$ cat src/rtl/tod_pkg.sv
// Shared constants and BCD helpers for the time-of-day clock.
package tod_pkg;

   localparam logic [7:0] HOURS_RST = 8'h12;
   localparam logic [7:0] MIN_RST   = 8'h00;
   localparam logic [7:0] SEC_RST   = 8'h00;

   localparam logic [7:0] MIN_MAX   = 8'h59;
   localparam logic [7:0] HOUR_MAX  = 8'h12;
   localparam logic [7:0] HOUR_MIN  = 8'h01;

   // True when both digits are decimal and the value lies in [lo, hi].
   // Packed BCD with decimal digits orders the same as plain binary,
   // so the range test can compare the raw bytes.
   function automatic logic bcd_valid(input logic [7:0] value,
                                      input logic [7:0] lo,
                                      input logic [7:0] hi);
      logic ok;
      ok = (value[7:4] <= 4'd9) && (value[3:0] <= 4'd9) &&
           (value >= lo) && (value <= hi);
      return ok;
   endfunction

endpackage

$ cat src/rtl/bcd_counter_2d.sv
// Two-digit packed-BCD counter that wraps from MAX to 00. Load has priority
// over increment; wrap flags the increment that rolls MAX over to 00.
module bcd_counter_2d
   import tod_pkg::*;
#(
   parameter logic [7:0] MAX     = 8'h59,
   parameter logic [7:0] RST_VAL = 8'h00
) (
   input  logic       clk,
   input  logic       rst_n,
   input  logic       inc,
   input  logic       load,
   input  logic [7:0] load_val,
   output logic [7:0] value,
   output logic       wrap
);

   logic [7:0] value_next;

   // Carry out to the next stage happens only on a real increment at MAX.
   assign wrap = inc && !load && (value == MAX);

   // Next-value selection: load, BCD increment with digit carry, or hold.
   always_comb begin
      value_next = value;
      if (load) begin
         value_next = load_val;
      end else if (inc) begin
         if (value == MAX) begin
            value_next = 8'h00;
         end else if (value[3:0] == 4'h9) begin
            value_next = {value[7:4] + 4'h1, 4'h0};
         end else begin
            value_next = {value[7:4], value[3:0] + 4'h1};
         end
      end else begin
         value_next = value;
      end
   end

   // Counter register.
   always_ff @(posedge clk or negedge rst_n) begin
      if (!rst_n) begin
         value <= RST_VAL;
      end else begin
         value <= value_next;
      end
   end

endmodule

$ cat src/rtl/tod_clock_bcd.sv
// 12-hour BCD time-of-day clock with a 1 Hz prescaler and validated load port.
module tod_clock_bcd
   import tod_pkg::*;
#(
   parameter int CLK_DIV = 50_000_000
) (
   input  logic       clk,
   input  logic       rst_n,
   input  logic       run,
   input  logic       set_en,
   input  logic [7:0] set_hours,
   input  logic [7:0] set_minutes,
   input  logic       set_pm,
   output logic [7:0] hours,
   output logic [7:0] minutes,
   output logic [7:0] seconds,
   output logic       pm,
   output logic       sec_tick,
   output logic       min_tick,
   output logic       set_err
);

   localparam int             CW      = (CLK_DIV > 2) ? $clog2(CLK_DIV) : 1;
   localparam logic [CW-1:0]  CNT_MAX = CW'(CLK_DIV - 1);
   localparam logic [CW-1:0]  CNT_ONE = CW'(1);

   logic [CW-1:0] presc;
   logic          advance;
   logic          set_ok;
   logic          set_bad;
   logic          sec_inc;
   logic          sec_wrap;
   logic          min_wrap;
   logic [7:0]    hours_next;
   logic          pm_next;

   assign advance = run && (presc == CNT_MAX);
   assign set_ok  = set_en && bcd_valid(set_hours, HOUR_MIN, HOUR_MAX)
                           && bcd_valid(set_minutes, 8'h00, MIN_MAX);
   assign set_bad = set_en && !set_ok;
   // Any load attempt, accepted or not, swallows a coincident advance.
   assign sec_inc = advance && !set_en;

   bcd_counter_2d #(.MAX(MIN_MAX), .RST_VAL(SEC_RST)) u_seconds (
      .clk      (clk),
      .rst_n    (rst_n),
      .inc      (sec_inc),
      .load     (set_ok),
      .load_val (8'h00),
      .value    (seconds),
      .wrap     (sec_wrap)
   );

   bcd_counter_2d #(.MAX(MIN_MAX), .RST_VAL(MIN_RST)) u_minutes (
      .clk      (clk),
      .rst_n    (rst_n),
      .inc      (sec_wrap),
      .load     (set_ok),
      .load_val (set_minutes),
      .value    (minutes),
      .wrap     (min_wrap)
   );

   // Prescaler: cleared by a valid load, otherwise free-runs while run is high.
   always_ff @(posedge clk or negedge rst_n) begin
      if (!rst_n) begin
         presc <= '0;
      end else if (set_ok) begin
         presc <= '0;
      end else if (run) begin
         presc <= (presc == CNT_MAX) ? '0 : presc + CNT_ONE;
      end
   end

   // Hour stepping: 09->10, 12->01, otherwise bump the low digit; 11->12 flips pm.
   always_comb begin
      hours_next = hours;
      pm_next    = pm;
      if (set_ok) begin
         hours_next = set_hours;
         pm_next    = set_pm;
      end else if (min_wrap) begin
         case (hours)
            8'h09:   hours_next = 8'h10;
            8'h12:   hours_next = HOUR_MIN;
            8'h11: begin
               hours_next = HOUR_MAX;
               pm_next    = !pm;
            end
            default: hours_next = {hours[7:4], hours[3:0] + 4'h1};
         endcase
      end else begin
         hours_next = hours;
         pm_next    = pm;
      end
   end

   // Hours/pm registers and the one-cycle status pulses.
   always_ff @(posedge clk or negedge rst_n) begin
      if (!rst_n) begin
         hours    <= HOURS_RST;
         pm       <= 1'b0;
         sec_tick <= 1'b0;
         min_tick <= 1'b0;
         set_err  <= 1'b0;
      end else begin
         hours    <= hours_next;
         pm       <= pm_next;
         sec_tick <= sec_inc;
         min_tick <= sec_wrap;
         set_err  <= set_bad;
      end
   end

endmodule
$ cat config.mk
export PLATFORM = sky130hd
export DESIGN_NAME = tod_clock_bcd
export DESIGN_NICKNAME = d
export VERILOG_FILES = /design/src/rtl/tod_pkg.sv /design/src/rtl/bcd_counter_2d.sv /design/src/rtl/tod_clock_bcd.sv
export SDC_FILE = /design/constraint.sdc
export NUM_CORES = 1
export LEC_CHECK = 0
export CAP_MARGIN = 10
export CORE_MARGIN = 1.5
export CORE_UTILIZATION = 50
export CTS_BUF_LIST = sky130_fd_sc_hd__clkbuf_16
export CTS_CLUSTER_SIZE = 10
export DETAILED_ROUTE_END_ITERATION = 6
export PLACE_DENSITY_LB_ADDON = 0.25
export SETUP_SLACK_MARGIN = 0.2
export SYNTH_ARGS = -nofsm -noshare
export SYNTH_HDL_FRONTEND = slang
export SYNTH_HIERARCHICAL = 1
export SYNTH_SLANG_ARGS = --single-unit
$ cat constraint.sdc
create_clock -name clk -period 3.95 [get_ports clk]
set_input_delay 1.185 -clock clk [delete_from_list [all_inputs] [get_ports clk]]
set_output_delay 1.185 -clock clk [all_outputs]
set_load 0.02 [all_outputs]
==> results.py <==
metrics = {
    "routing": {
        "wl_per_cell_um": 15.7,
        "drc_errors": 0,
        "routed_wl_mm": 8.46,
        "firstDrtPassIters": 5,
        "drt_iter0_drc": 210,
        "vias": 3278,
        "routed_via_density": 6.08,
        "ant_nets": 0,
    },
    "power_and_ir_drop": {
        "clkPwrFrac": 0.269,
        "ir_drop_uv": 227,
        "power-per-cell-area_nw_per_um2": 368,
        "total_leakage_power_nw": 1.80,
        "combinationalPowerShare": 0.249,
        "finalPower_w": 0.00156,
        "power.switching_w": 0.000506,
        "swShare": 0.323,
        "p_int_w": 0.00106,
        "seqPwrFrac": 0.482,
    },
    "timing": {
        "maxSlewViolCount": 0,
        "hold_viol_final": 0,
        "grt_setup_unrepaired": "no",
        "skew_ns": 0.00445,
        "maxSlewHeadroom": 0.420,
        "fmax_ghz": 0.285,
        "finalSetupViolations": 0,
        "fin_crit_ns": 3.51,
        "fin_crit_sh": 0.887,
        "worst_pin_slew_ns": 0.863,
        "fin_tns_setup_ns": 0,
    },
    "place": {
        "dpl_cell_area_um2": 4110,
        "gp_congestion": 0.965,
        "portBuffers": 48,
        "hpwl_mm": 6.05,
    },
    "logic_synthesis": {
        "ys_seq_area_frac": 0.394,
        "avgSynthCellArea_um2": 8.64,
        "yosysUniqueCellTypes": 58,
        "synth_ff_type": "dfrtp_1",
        "synth_top_area_share": 0.379,
        "ys_ff_latch": 54,
        "synth_cells": 397,
        "ys_warn_count": 6,
        "synth-edff-count": 0,
        "syn-cell-area_um2": 3430,
        "synthTopCellsByArea": "dfrtp_1 (38%), a21oi_1 (4.8%), nor2_1 (4.7%), ha_1 (4.4%), nand2_1 (3.5%)",
        "yosys.area.top_type": "dfrtp_1",
        "async_flop_share": 1.00,
    },
    "clock_tree": {
        "h-tree-depth": 2,
        "postCtsSetupBuffers": 0,
        "cts_tree": "yes",
        "clk_pin_slew_ns": 0.06,
        "clkLatencyLatePin_ns": 0.29,
        "clockRootBuffer": "clkbuf_16",
        "clk_path_buf_depth": 2,
        "cts_buffers": 5,
        "cts_num_sinks": 54,
        "cts_resized": 0,
        "ctsHoldBuffers": 0,
    },
    "worst_setup_path": {
        "cp_max_fo": 5,
        "start_kind": "primary input",
        "required_ns": 4.16,
        "startpoint": "set_hours[4]",
        "cp_slowest_cell": "or4_4",
        "r2r_slack_ns": 0.62,
        "cp_data_arrival_time_ns": 3.72,
        "crit_chain": "clkdlybuf4s50_1 > or4_4 > nor2_4 > nor4_4 > nor2_4 > and4b_1 > nand2_2 > nor2_4 > inv_2 > or3_1 > xor2_1 > a21oi_1",
        "crit_path_end_kind": "flop",
        "path_common_cell": "nor2_4",
        "crit_path_max_incr_delay_ns": 0.57,
        "critical_path_buf_inv_count": 2,
        "reg2reg_from": "presc[0]$_DFFE_PN0P_",
        "crit_type": "in2reg",
        "cp_top_family": "simple AND/OR/NAND/NOR gates",
    },
    "job": {
        "cap_violations": 0,
    },
    "cells_and_area": {
        "layout.nets": 491,
        "layout_common_cells": "dfrtp_1 (52), clkdlybuf4s50_1 (47), nor2_1 (40)",
        "final_area_um2": 4250,
        "insertedDiodeCount": 0,
        "area_growth_pct": 23.8,
        "layout-drive-gt1-share": 0.0763,
        "final_common_cell": "dfrtp_1",
        "utilization": 0.632,
    },
    "die": {
        "rows": 30,
        "core_um2": 6720,
        "die_w_um": 85.9,
        "initial_utilization": 0.511,
        "die_area_um2": 7370,
        "fp.dieH_um": 85.9,
        "pin_count": 49,
    },
    "grt": {
        "grt_usage": 0.240,
        "grt_max_degree": 29,
        "grt_pass1_vias": 3089,
        "grt_antenna_before_repair": 0,
        "grt_overflow": 0,
        "grt_pass1_wl_mm": 14.4,
    },
    "outcome": {
        "status": "complete, no violations",
    },
    "hold_path": {
        "hp-start": "hours[5]$_DFFE_PN0P_",
        "min_path_type": "reg2reg",
    },
}
[through the flow]
stage	worst slack, ns	hold slack (ns)	instances
finish	0.444	0.520	539
global route	0.348	0.544	539
CTS	0.445	0.524	539
detailed placement	0.148	0.509	531
global placement	0.211	0.494	531
floorplan	0.211	0.510	405
[worst paths after layout]
path | end | cells after the start
worst min register to register | hours[5]$_DFFE_PN0P_ | 1
max in group asynchronous | presc[24]$_DFFE_PN0P_ | 2
min in group asynchronous | hours[5]$_DFFE_PN0P_ | 1
worst min-delay path | hours[5]$_DFFE_PN0P_ | 1
worst max-delay path | pm$_DFFE_PN0P_ | 12
worst max register to register | pm$_DFFE_PN0P_ | 15
[cells by family after synthesis]
group | Yosys count | share of synthesized area
simple gates | 176 | 0.281
fa+ha+maj | 12 | 0.0437
mux | 7 | 0.0208
compound gates | 108 | 0.198
other cells | 1 | 0.00109
xor+xnor | 10 | 0.0255
flops | 54 | 0.394
buf+inv | 29 | 0.0354
[sequential cells by signal (all words and copies together) (netlist names)]
name	flops
sec_tick	1
u_seconds/value	8
pm	1
set_err	1
min_tick	1
u_minutes/value	8
presc	26
hours	8
[per-layer routing]
layer  vias up  global-route usage  share of wire
met5         -                   0              0
met4         0              0.0704          0.015
met3        12              0.0395          0.047
met2        98               0.405           0.50
met1      1594               0.317           0.44
li1       1574                   -              -
[cells in the mapped netlist, types with 4 or more instances]
library cell / n
mux2i_1: 6
nor2_1: 43
ha_1: 12
buf_2: 4
or3_1: 9
nand4_1: 9
a211oi_1: 4
nor2b_1: 10
dfrtp_1: 52
a2111o_1: 4
nand3_1: 15
xor2_1: 7
and3b_1: 5
a31oi_1: 6
o21a_1: 8
o21ai_0: 22
inv_1: 14
nor3_1: 10
nand2_1: 32
and2_1: 5
a21boi_0: 5
and4b_1: 4
clkbuf_1: 9
o21ai_1: 6
a21oi_1: 33
and3_1: 5
nor4_1: 6
or4_1: 6
[worst register-to-register path, delay by kind of cell, from the launching register on]
kind,cells,cell delay (ns)
and+or+nand+nor,11,2.27
DFF,1,0.40
adders and majority gates,1,0.23
xor gates and xnor gates,1,0.15
AOI/OAI and AO/OA,1,0.14
buffers and inverters,1,0.06
[cell type report]
cell class	count	area (um^2)
clock buffers	5	125
clock inverters	3	12.5
fillers	608	2470
inverters	14	52.6
multi-input cells	322	2030
flip-flops and latches	54	1350
well taps	80	100
repair buffers	61	573
[power by group through the flow]
stage	Clock, W	Combinational [W]	Sequential [W]
after global placement	0	0.000377	0.000758
after global routing	0.000452	0.000430	0.000767
after CTS	0.000432	0.000391	0.000753
after floorplan	0	0.000188	0.000779
after detailed placement	0	0.000389	0.000761
final	0.000421	0.000389	0.000754
(Power assumes the default switching activity.)
